[config.mk]
export PLATFORM = sky130hd
export DESIGN_NAME = life_frame_capture
export DESIGN_NICKNAME = d
export VERILOG_FILES = /design/src/rtl/life_frame_capture.sv
export SDC_FILE = /design/constraint.sdc
export NUM_CORES = 1
export LEC_CHECK = 0
export ABC_AREA = 1
export BUFFER_PORTS_ARGS = -buffer_cell sky130_fd_sc_hd__buf_2
export CORE_ASPECT_RATIO = 2
export CORE_UTILIZATION = 45
export DETAILED_ROUTE_END_ITERATION = 6
export SLEW_MARGIN = 20
export SYNTH_ARGS = -nofsm -noshare
export SYNTH_HDL_FRONTEND = slang
export SYNTH_SLANG_ARGS = --single-unit
[constraint.sdc]
create_clock -name clk -period 12.5 [get_ports clk]
set_input_delay 3.75 -clock clk [delete_from_list [all_inputs] [get_ports clk]]
set_output_delay 3.75 -clock clk [all_outputs]
set_load 0.01 [all_outputs]
[src/rtl/life_frame_capture.sv]
// life_frame_capture: collects ROWS consecutive COLS-bit rows of a life board into one frame.
// Latency: frame_valid rises the cycle after the last row (ROWS-1) is accepted.
// Backpressure: frame held in HOLD until frame_valid&frame_ready; new frames arriving meanwhile are dropped and counted.
//
// Optional feature macro: LIFE_FRAME_CAPTURE_STILL_DETECT_EN
//   defined   -> a previous-frame store is loaded on every handshake and still_life reports
//                whether the frame now on frame_out matches the previously delivered one.
//   undefined -> no previous-frame store; still_life is tied low.
//
// Ports:
//   clk          in   1             sole clock, rising edge
//   rst          in   1             synchronous active-high reset, dominates every input
//   row_in       in   COLS          one board row, 1 = live cell
//   row_valid    in   1             row_in carries a row this cycle
//   sof          in   1             row_in is row 0 of a frame (only meaningful with row_valid)
//   frame_ready  in   1             downstream accepts frame_out this cycle
//   frame_valid  out  1             frame_out / live_count / still_life are valid
//   frame_out    out  ROWS*COLS     assembled frame, row r at bits [r*COLS +: COLS]
//   live_count   out  clog2(N+1)    popcount of frame_out
//   still_life   out  1             frame_out equals the previously delivered frame
//   frame_error  out  1             one-cycle pulse: sof arrived while a frame was half collected
//   drop_count   out  8             saturating count of frames dropped while holding

module life_frame_capture #(
  parameter int ROWS = 8,
  parameter int COLS = 8
) (
  input  logic                              clk,
  input  logic                              rst,
  input  logic [COLS-1:0]                   row_in,
  input  logic                              row_valid,
  input  logic                              sof,
  input  logic                              frame_ready,
  output logic                              frame_valid,
  output logic [ROWS*COLS-1:0]              frame_out,
  output logic [$clog2(ROWS*COLS+1)-1:0]    live_count,
  output logic                              still_life,
  output logic                              frame_error,
  output logic [7:0]                        drop_count
);

  localparam int NBITS = ROWS * COLS;
  localparam int CW    = $clog2(NBITS + 1);
  localparam int IW    = $clog2(ROWS);

  localparam logic [1:0] S_IDLE = 2'd0;
  localparam logic [1:0] S_FILL = 2'd1;
  localparam logic [1:0] S_HOLD = 2'd2;

  localparam logic [IW-1:0] LAST_IDX = IW'(ROWS - 1);

  // ------------------------------------------------------------------
  // State
  // ------------------------------------------------------------------
  logic [1:0]        r_state;
  logic [IW-1:0]     r_idx;         // index of the next row to be stored
  logic [NBITS-1:0]  r_buf;         // frame under assembly
  logic [NBITS-1:0]  r_frame_out;   // frame presented downstream
  logic [CW-1:0]     r_live_count;
  logic              r_frame_valid;
  logic              r_frame_error;
  logic [7:0]        r_drop_count;

  // ------------------------------------------------------------------
  // Decode
  // ------------------------------------------------------------------
  logic              w_sof_row;
  logic              w_data_row;
  logic              w_last_row;
  logic              w_handshake;
  logic [NBITS-1:0]  w_next_frame;
  logic [CW-1:0]     w_popcount;
  logic [NBITS-1:0]  w_first_row;

  assign w_sof_row   = row_valid & sof;
  assign w_data_row  = row_valid & ~sof;
  assign w_last_row  = (r_state == S_FILL) & w_data_row & (r_idx == LAST_IDX);
  assign w_handshake = (r_state == S_HOLD) & frame_ready;

  // A new frame always starts from a cleared buffer holding only row 0,
  // so nothing from an abandoned partial frame can leak into the next one.
  assign w_first_row = {{(NBITS - COLS){1'b0}}, row_in};

  // The frame as it will look once the incoming last row is written; used
  // to load frame_out, the popcount and the still-life compare on the same
  // edge, which is what gives a one-cycle latency to frame_valid.
  always_comb begin
    w_next_frame = r_buf;
    w_next_frame[(ROWS-1)*COLS +: COLS] = row_in;
  end

  always_comb begin
    w_popcount = '0;
    for (int i = 0; i < NBITS; i++) begin
      w_popcount = w_popcount + CW'(w_next_frame[i]);
    end
  end

  // ------------------------------------------------------------------
  // Capture FSM
  // ------------------------------------------------------------------
  always_ff @(posedge clk) begin
    if (rst) begin
      r_state       <= S_IDLE;
      r_idx         <= '0;
      r_buf         <= '0;
      r_frame_out   <= '0;
      r_live_count  <= '0;
      r_frame_valid <= 1'b0;
      r_frame_error <= 1'b0;
      r_drop_count  <= 8'd0;
    end else begin
      r_frame_error <= 1'b0;
      case (r_state)
        S_IDLE: begin
          // Rows without sof are mid-frame leftovers; ignore them.
          if (w_sof_row) begin
            r_buf   <= w_first_row;
            r_idx   <= IW'(1);
            r_state <= S_FILL;
          end
        end

        S_FILL: begin
          if (w_sof_row) begin
            // Restart: the partial frame is abandoned, this row is row 0.
            r_frame_error <= 1'b1;
            r_buf         <= w_first_row;
            r_idx         <= IW'(1);
          end else if (w_data_row) begin
            r_buf[r_idx*COLS +: COLS] <= row_in;
            if (w_last_row) begin
              r_state       <= S_HOLD;
              r_idx         <= '0;
              r_frame_valid <= 1'b1;
              r_frame_out   <= w_next_frame;
              r_live_count  <= w_popcount;
            end else begin
              r_idx <= r_idx + 1'b1;
            end
          end
        end

        S_HOLD: begin
          if (w_handshake) begin
            r_frame_valid <= 1'b0;
            // A sof coinciding with the handshake is not lost: it starts
            // the next frame directly.
            if (w_sof_row) begin
              r_buf   <= w_first_row;
              r_idx   <= IW'(1);
              r_state <= S_FILL;
            end else begin
              r_state <= S_IDLE;
            end
          end else if (w_sof_row && (r_drop_count != 8'hFF)) begin
            // Each sof seen while stalled is one whole frame we cannot take.
            // Its remaining rows fall into IDLE later and are ignored there.
            r_drop_count <= r_drop_count + 8'd1;
          end
        end

        default: begin
          r_state       <= S_IDLE;
          r_frame_valid <= 1'b0;
        end
      endcase
    end
  end

  // ------------------------------------------------------------------
  // Still-life detection
  // ------------------------------------------------------------------
`ifdef LIFE_FRAME_CAPTURE_STILL_DETECT_EN
  logic [NBITS-1:0] r_prev;
  logic             r_prev_vld;
  logic             r_still;

  // The store is refreshed on the handshake, which always precedes the
  // completion of the following frame by at least ROWS-1 cycles, so the
  // compare at completion sees the frame that was really delivered last.
  always_ff @(posedge clk) begin
    if (rst) begin
      r_prev     <= '0;
      r_prev_vld <= 1'b0;
      r_still    <= 1'b0;
    end else begin
      if (w_last_row) begin
        r_still <= r_prev_vld && (w_next_frame == r_prev);
      end
      if (w_handshake) begin
        r_prev     <= r_frame_out;
        r_prev_vld <= 1'b1;
      end
    end
  end

  assign still_life = r_still;
`else
  assign still_life = 1'b0;
`endif

  // ------------------------------------------------------------------
  // Outputs
  // ------------------------------------------------------------------
  assign frame_valid = r_frame_valid;
  assign frame_out   = r_frame_out;
  assign live_count  = r_live_count;
  assign frame_error = r_frame_error;
  assign drop_count  = r_drop_count;

endmodule

# After elaboration in Yosys (flattened, before gate mapping)
# Cells that the tools add are included.
[word_totals] ff_bits=150 input_bits=13 output_inout_bits=82 wordCells=130
[classes] addsub=66 n_eq_ne=10 n_shift=2 n_mux=25 bitwise_logic=10 n_reduce_logical=9
[ops] operator="$add A7 B1 Y7" count=57
[ops] operator="$mux W64" count=4
[ops] operator="$pmux W64 S3" count=1
[ops] operator="$bwmux W64" count=1
[ops] operator="$shift A8 B34 Y64 const A" count=1
[ops] operator="$shiftx A8 B34 Y64" count=1
[ops] operator="$neg A6 Y34" count=1
[ops] operator="$mux W3" count=5
[ops] operator="$mux W2" count=5
[ops] operator="$ne A2 B2 Y1 const B" count=5
[ops] operator="$reduce_and A5 Y1" count=2
[ops] operator="$pmux W3 S3" count=1
[ops] operator="$add A8 B1 Y8 const B" count=1
[ops] operator="$ne A8 B8 Y1 const B" count=1
[ops] operator="$add A6 B1 Y7" count=1
[ops] operator="$add A5 B1 Y6" count=1
[ops] operator="$mux W1" count=6
[ops] operator="$pmux W2 S3" count=1
[ops] operator="$reduce_and A3 Y1" count=2
[ops] operator="$add A4 B1 Y5" count=1
[ops] operator="$and A1 B1 Y1" count=5
[ops] operator="$not A1 Y1" count=5
[ops] operator="$add A3 B1 Y4" count=1
[ops] operator="$reduce_and A4 Y1" count=1
[ops] operator="other kinds (12)" count=12

# Longest topological paths before layout
# Gate-level depths: netlist of the first run.
[depth] word_depth=63 depth_mapped=23 depth_no_buf=23

# Worst setup path before layout of the first run
# Ideal clock, no wire load.
[synth_timing] kind="input to register" startpoint="input port row_in[0]" endpoint="register r_live_count[6] (netlist: live_count[6])" setup_ps=119 arrival_time_ps=8779 required_time_ps=12381 setup_slack_ps=3602 stages=18 n_path_buf=0 cell_sequence="inv_1 > fa_1 > fa_1 > inv_1 > fa_1 > fa_1 > fa_1 > fa_1 > fa_1 > inv_1 > fa_1 > inv_1 > fa_1 > nand3_1 > nand2_1 > a21oi_1 > or2_2 > a21oi_1"
[synth_via] elab_chain_len=8
[synth_rtl] element="from (decl)" line_no="30" text="input logic [COLS-1:0] row_in,"
[synth_rtl] element="$add A7 B1 Y7 (8 in series)" line_no="95" text="w_popcount = w_popcount + CW'(w_next_frame[i]);"
[synth_rtl] element="to (signal assigned)" line_no="137" text="r_live_count <= w_popcount;"
[synth_rtl] element="to (decl)" line_no="59" text="logic [CW-1:0] r_live_count;"
# No other way between the ends.
# A chain may end at the register's enable or synchronous reset.

# Final worst setup path of the first run
[layout_timing] startpoint="input port row_in[0]" endpoint="register r_live_count[4] (netlist: live_count[4])"
# Same word-level chain as after synthesis.

==> results.yml, run 1 <==
outcome:
  status: "finished, final reports clean"
global_routing:
  grt_pass1_vias: 5747
  track_usage_pct: 24.82
  antenna_found_initial: 0
  grt_max_degree: 128
  grt_first_pass_wirelength_mm: 30.83
  grt_overflow_total: 0
layout:
  fillers: 1519
  drive_gt1_share_pct: 15.41
  final_net_count: 1041
  diodes: 0
  area.sequential_sq_um: 2843
  syn_to_final_growth_pct: 16.93
  multi_input_area_sq_um: 3643
floorplan:
  die_area_sq_um: 16470
  pin_count: 95
  die_width_um: 91.24
  coreArea_sq_um: 15450
  fp-row-count: 64
  initial_core_util_pct: 46.37
  fp.dieH_um: 180.5
synth:
  yosysMostFrequentCell: "dfxtp_1"
  ys_warn_count: 0
  avgSynthCellArea_sq_um: 8.144
  ys.flop_type: "dfxtp_1"
  synth_nets: 967
  synth-async-reset-ratio_pct: 0
  yosys.area_share.simple_pct: 16.86
  synth_seq_cells: 142
  synth_edf_count: 0
  synth_top_area_share_pct: 39.66
  yosys-top-cells-count: "dfxtp_1, inv_1, a21oi_1, nand2_1, nor2_1"
  syn_inst: 880
  synth-compound-area-share_pct: 14.44
  muxShareOfSynthArea_pct: 0
  synthXorXnorAreaFrac_pct: 0.8554
  synth_fa_ha_area_share_pct: 18.58
  ys_top_cells_by_area: "dfxtp_1, fa_1, a21oi_1"
  synth_cell_types: 35
  syn_area_sq_um: 7167
  yosys.area.top_type: "dfxtp_1"
  ys_seq_area_share_pct: 39.66
  synth_top_family_by_area: "adder cells"
cts:
  h-tree-depth: 4
  clock_latency_ns: 0.43
  post_cts_buffers: 0
  cts_root_buf: "clkbuf_16"
  cts_tree: "yes"
  clkSinkCount: 142
  numCtsBuffers: 17
  cts-resized-gates: 0
  clkTransAtPathRegs_ns: 0.06
  postCtsHoldBufs: 0
  cts_buffer_depth: 2
sta:
  slew_viol_final: 0
  fin_crit_ns: 8.835
  tightest_slew_ns: 0.8239
  fin_skew_ns: 0.008999
  setup_violations: 0
  fmax_mhz: 113.2
  fin_tns_setup_ns: 0
  relSlewSlack_pct: 45.07
  grt_setup_unrepaired: "false"
  finalCritPeriodShare_pct: 70.68
  hold_violations: 0
drt:
  wl_per_cell_um: 16.78
  vias_per_cell: 5.083
  vias: 5922
  wl_mm: 19.55
  drtIter0Drc: 306
  firstDrtPassIters: 5
  drc: 0
  ant_nets: 0
setup_path:
  crit_arrival_ns: 9.15
  path_common_cell: "fa_1"
  startpoint: "row_in[0]"
  path_delay_family: "adder cells"
  cpPeakStageDelay_ns: 0.54
  slowest_stage: "fa_1"
  path_cells: "buf_2, inv_1, fa_1, fa_1, inv_1, fa_1, fa_1, fa_1, fa_1, fa_1, inv_1, fa_1, inv_1, fa_1, nand3_1, nand2_1, nand2_1, nand3_1, o211ai_1, inv_1"
  critPathKind: "in -> reg"
  cp-start-kind: "primary input"
  reg2reg_from: "r_buf[27]"
  worstPathRequired_ns: 12.82
  critPathMaxFanout: 4
  critPathCaptureType: "flop"
  crit_buf_inv: 6
worst_hold_path:
  hp-start: "r_buf[44]"
  hp-class: "reg -> reg"
place:
  gp_congestion: 0.9298
  dpl.hpwl_mm: 14.32
  io_buffers: 93
pwr:
  power_mw: 1.322
  ir_drop_v: 0.0001112
  leakage_nw: 3.839
  p_per_area_nw_per_um2: 157.8
flow_run:
  cap_violations: 0
-- placed cells by master, fill, tap and decap left out, drive strengths merged, types with 3 or more instances in the layout --
cell,synthesis,routed
a21oi,118,118
buf,18,96
bufinv,0,5
clkbuf,23,19
clkinv,1,3
clkinvlp,0,4
dfxtp,142,142
fa,54,54
ha,20,20
inv,132,134
nand2,116,116
nand3,64,64
nand4,5,5
nor2,80,80
nor3,11,11
o21ai,77,77
xor2,5,5
-- flip-flops by register name (all words and copies together), names as in the netlist --
signal / count
r_buf: 56
frame_valid: 1
r_idx: 3
frame_out: 64
drop_count: 8
r_state: 2
frame_error: 1
live_count: 7
-- routing by layer --
metal | up-vias | part of all wire (%) | global-route usage, %
li1 | 2955 | - | -
met1 | 2767 | 38 | 26.55
met2 | 165 | 54 | 46.00
met3 | 35 | 3.8 | 4.177
met4 | 0 | 4.2 | 12.57
met5 | - | 0 | 0
-- through the flow --
stage                     area (sq um)  cells  setup slack [ns]  util (%)  hold WS [ns]
after floorplan                   7167    880             3.602         -        0.4410
after global placement            7719   1133             3.260     49.94        0.4492
after detailed placement          7719   1133             3.166     49.94        0.4521
after CTS                         8373   1165             3.629     54.18        0.4616
after global routing              8381   1165             3.356     54.23        0.4771
final                             8381   1165             3.665     54.23        0.4600
-- layout make-up --
cell class / instances / share of cell area (%)
clock buffer: 19 / 5.285
clock inverter: 13 / 2.523
inverter: 133 / 5.972
multi-input combinational: 564 / 43.48
sequential: 142 / 33.92
tap: 198 / 2.956
timing repair buffer: 96 / 5.867
-- power by group --
part           switching (mW)  internal (mW)
Clock                   0.205          0.360
Combinational           0.181          0.113
Sequential            0.00503          0.459
-- cell families (layout without fill, tap and decap cells) --
logic type,after synthesis,in the layout
buffers and inverters,174,261
and+or+nand+nor,280,280
DFF,142,142
other,1,1
AOI/OAI and AO/OA,202,202
adders and majority gates,74,74
xor gates and xnor gates,7,7
-- final timing paths --
path	end	slack (ns)	cells after the start
worst max register to register	live_count[4]	6.62	21
worst min register to register	r_buf[44]	0.46	2
worst max-delay path	live_count[4]	3.67	20
worst min-delay path	r_buf[44]	0.46	2
-- worst min-delay path: stages, from the launching register on --
cell and delay (ns):
dfxtp_1 0.31, nand2_1 0.06, a21oi_1 0.05
(Power assumes the default switching activity.)
==> run 2, diff against run 1 <==
--- a/config.mk
+++ b/config.mk
@@ -10,6 +10,7 @@
 export CORE_ASPECT_RATIO = 2
 export CORE_UTILIZATION = 45
 export DETAILED_ROUTE_END_ITERATION = 6
+export PLACE_DENSITY = 0.67
 export SLEW_MARGIN = 20
 export SYNTH_ARGS = -nofsm -noshare
 export SYNTH_HDL_FRONTEND = slang
==> constraint.sdc (replaced) <==
create_clock -name clk -period 7.6 [get_ports clk]
set_input_delay 2.28 -clock clk [delete_from_list [all_inputs] [get_ports clk]]
set_output_delay 2.28 -clock clk [all_outputs]
set_load 0.01 [all_outputs]
==> run 2 against run 1 <==
Core utilization unchanged. Clock power rose by 39%. Combinational power increased by 77%. Count of clock-buffer cells in the layout did not move. Clock skew is 0.00087 ns lower. Worst setup slack worse by 3.3 ns. Critical path depth is 1 lower. Register-to-register slack got worse by 4.9 ns. Largest cell class unchanged. Largest power group unchanged.
==> results.yml, run 2 (synthesis gave the netlist of run 1 again) <==
layout:
  final_net_count: 1054
  fillers: 1493
  layout_commonest_cell: "dfxtp_1"
  largest_reg_flops: 64
  drive_gt1_share_pct: 16.53
  syn_to_final_growth_pct: 16.93
  layout_common_cells: "dfxtp_1, inv_1, a21oi_1"
  diodes: 0
  design_area_sq_um: 8381
cts:
  cts_tree: "yes"
  cts_buffer_depth: 2
  clkTransAtPathRegs_ns: 0.06
  numCtsBuffers: 17
  cts_root_buf: "clkbuf_16"
  postCtsHoldBufs: 0
  clock_latency_ns: 0.43
  h-tree-depth: 4
  post_cts_buffers: 0
  clkSinkCount: 142
  cts-resized-gates: 0
drt:
  vias: 5992
  ant_nets: 0
  vias_per_cell: 5.087
  wl_per_cell_um: 15.93
  drc: 0
  firstDrtPassIters: 6
  wl_mm: 18.77
  drtIter0Drc: 341
sta:
  finalCritPeriodShare_pct: 95.83
  tightest_slew_ns: 0.7887
  slew_viol_final: 0
  fmax_mhz: 137.3
  hold_violations: 0
  grt_setup_unrepaired: "false"
  relSlewSlack_pct: 47.01
  setup_violations: 0
  fin_skew_ns: 0.008128
  fin_crit_ns: 7.283
  hold_ws_ns: 0.4573
pwr:
  leakage_nw: 3.856
  p_per_area_nw_per_um2: 246.7
  ir_drop_v: 0.0001477
place:
  dpl.hpwl_mm: 14.22
  gp_congestion: 0.9317
  io_buffers: 93
  place_area_sq_um: 7816
floorplan:
  pin_count: 95
  fp.dieH_um: 180.5
  coreArea_sq_um: 15450
  die_width_um: 91.24
  initial_core_util_pct: 46.37
  die_area_sq_um: 16470
  fp-row-count: 64
worst_hold_path:
  hp-class: "reg -> reg"
setup_path:
  worstPathRequired_ns: 7.90
  cpPeakStageDelay_ns: 0.60
  critPathKind: "in -> reg"
  critPathMaxFanout: 2
  crit_arrival_ns: 7.59
  slowest_stage: "fa_1"
  critPathCaptureType: "flop"
  path_cells: "buf_2, inv_1, fa_1, fa_1, fa_1, inv_1, fa_1, fa_1, fa_1, fa_1, inv_1, fa_1, inv_1, fa_1, nand3_1, nand2_1, a21oi_1, or2_2, a21oi_1"
  path_common_cell: "fa_1"
  cp-start-kind: "primary input"
global_routing:
  track_usage_pct: 23.99
  grt_max_degree: 69
  grt_overflow_total: 0
  grt_pass1_vias: 5960
  grt_first_pass_wirelength_mm: 30.26
  antenna_found_initial: 0
flow_run:
  cap_violations: 0
outcome:
  status: "finished, final reports clean"
[run 2: critical path, delay by kind of cell]
family,cells,cell delay (ns)
buf+inv,5,0.37
compound gates,2,0.17
simple gates,3,0.33
fa+ha+maj,9,4.43
[run 2: final timing paths]
| kind | end | start | cells past startpoint | slack [ns] |
|---|---|---|---|---|
| setup reg to reg | live_count[6] | r_buf[27] | 20 | 1.68 |
| hold / removal | r_buf[50] | r_buf[50] | 2 | 0.46 |
| hold reg to reg | r_buf[50] | r_buf[50] | 2 | 0.46 |
| setup / recovery | live_count[6] | row_in[5] | 19 | 0.32 |
[run 2: area by class of cell]
| class | count | area, sq um | area share [%] |
|---|---|---|---|
| clock buffer | 19 | 442.9 | 5.285 |
| clock inverter | 13 | 117.6 | 1.403 |
| inverter | 133 | 500.5 | 5.972 |
| multi-input combinational | 564 | 3643 | 43.48 |
| sequential | 142 | 2843 | 33.92 |
| tap | 198 | 247.7 | 2.956 |
| timing repair buffer | 109 | 585.6 | 6.987 |
[run 2: routing by layer]
metal | global-route usage (%) | share of wire, %
met1 | 25.09 | 38
met2 | 44.21 | 53
met3 | 4.051 | 3.8
met4 | 13.97 | 5.3
met5 | 0 | 0
[run 2: through the flow]
stage                     setup slack, ns  setup TNS (ns)  util, %  power (mW)  std cells
final                              0.3166               0    54.23       2.067       1178
after floorplan                    0.1718               0        -       1.150        880
after CTS                          0.2996               0    54.20       2.086       1178
after global routing              0.06168               0    54.23       2.200       1178
after detailed placement          -0.1375         -0.4553    50.57       1.298       1146
after global placement           -0.06577         -0.1528    50.57       1.274       1146
[run 2: report_power, final]
part           leakage, nW  switching (mW)  internal (mW)
logic                 2.45           0.296          0.222
registers             1.15         0.00834          0.754
clock network        0.261           0.328          0.458
total                 3.86           0.633           1.43
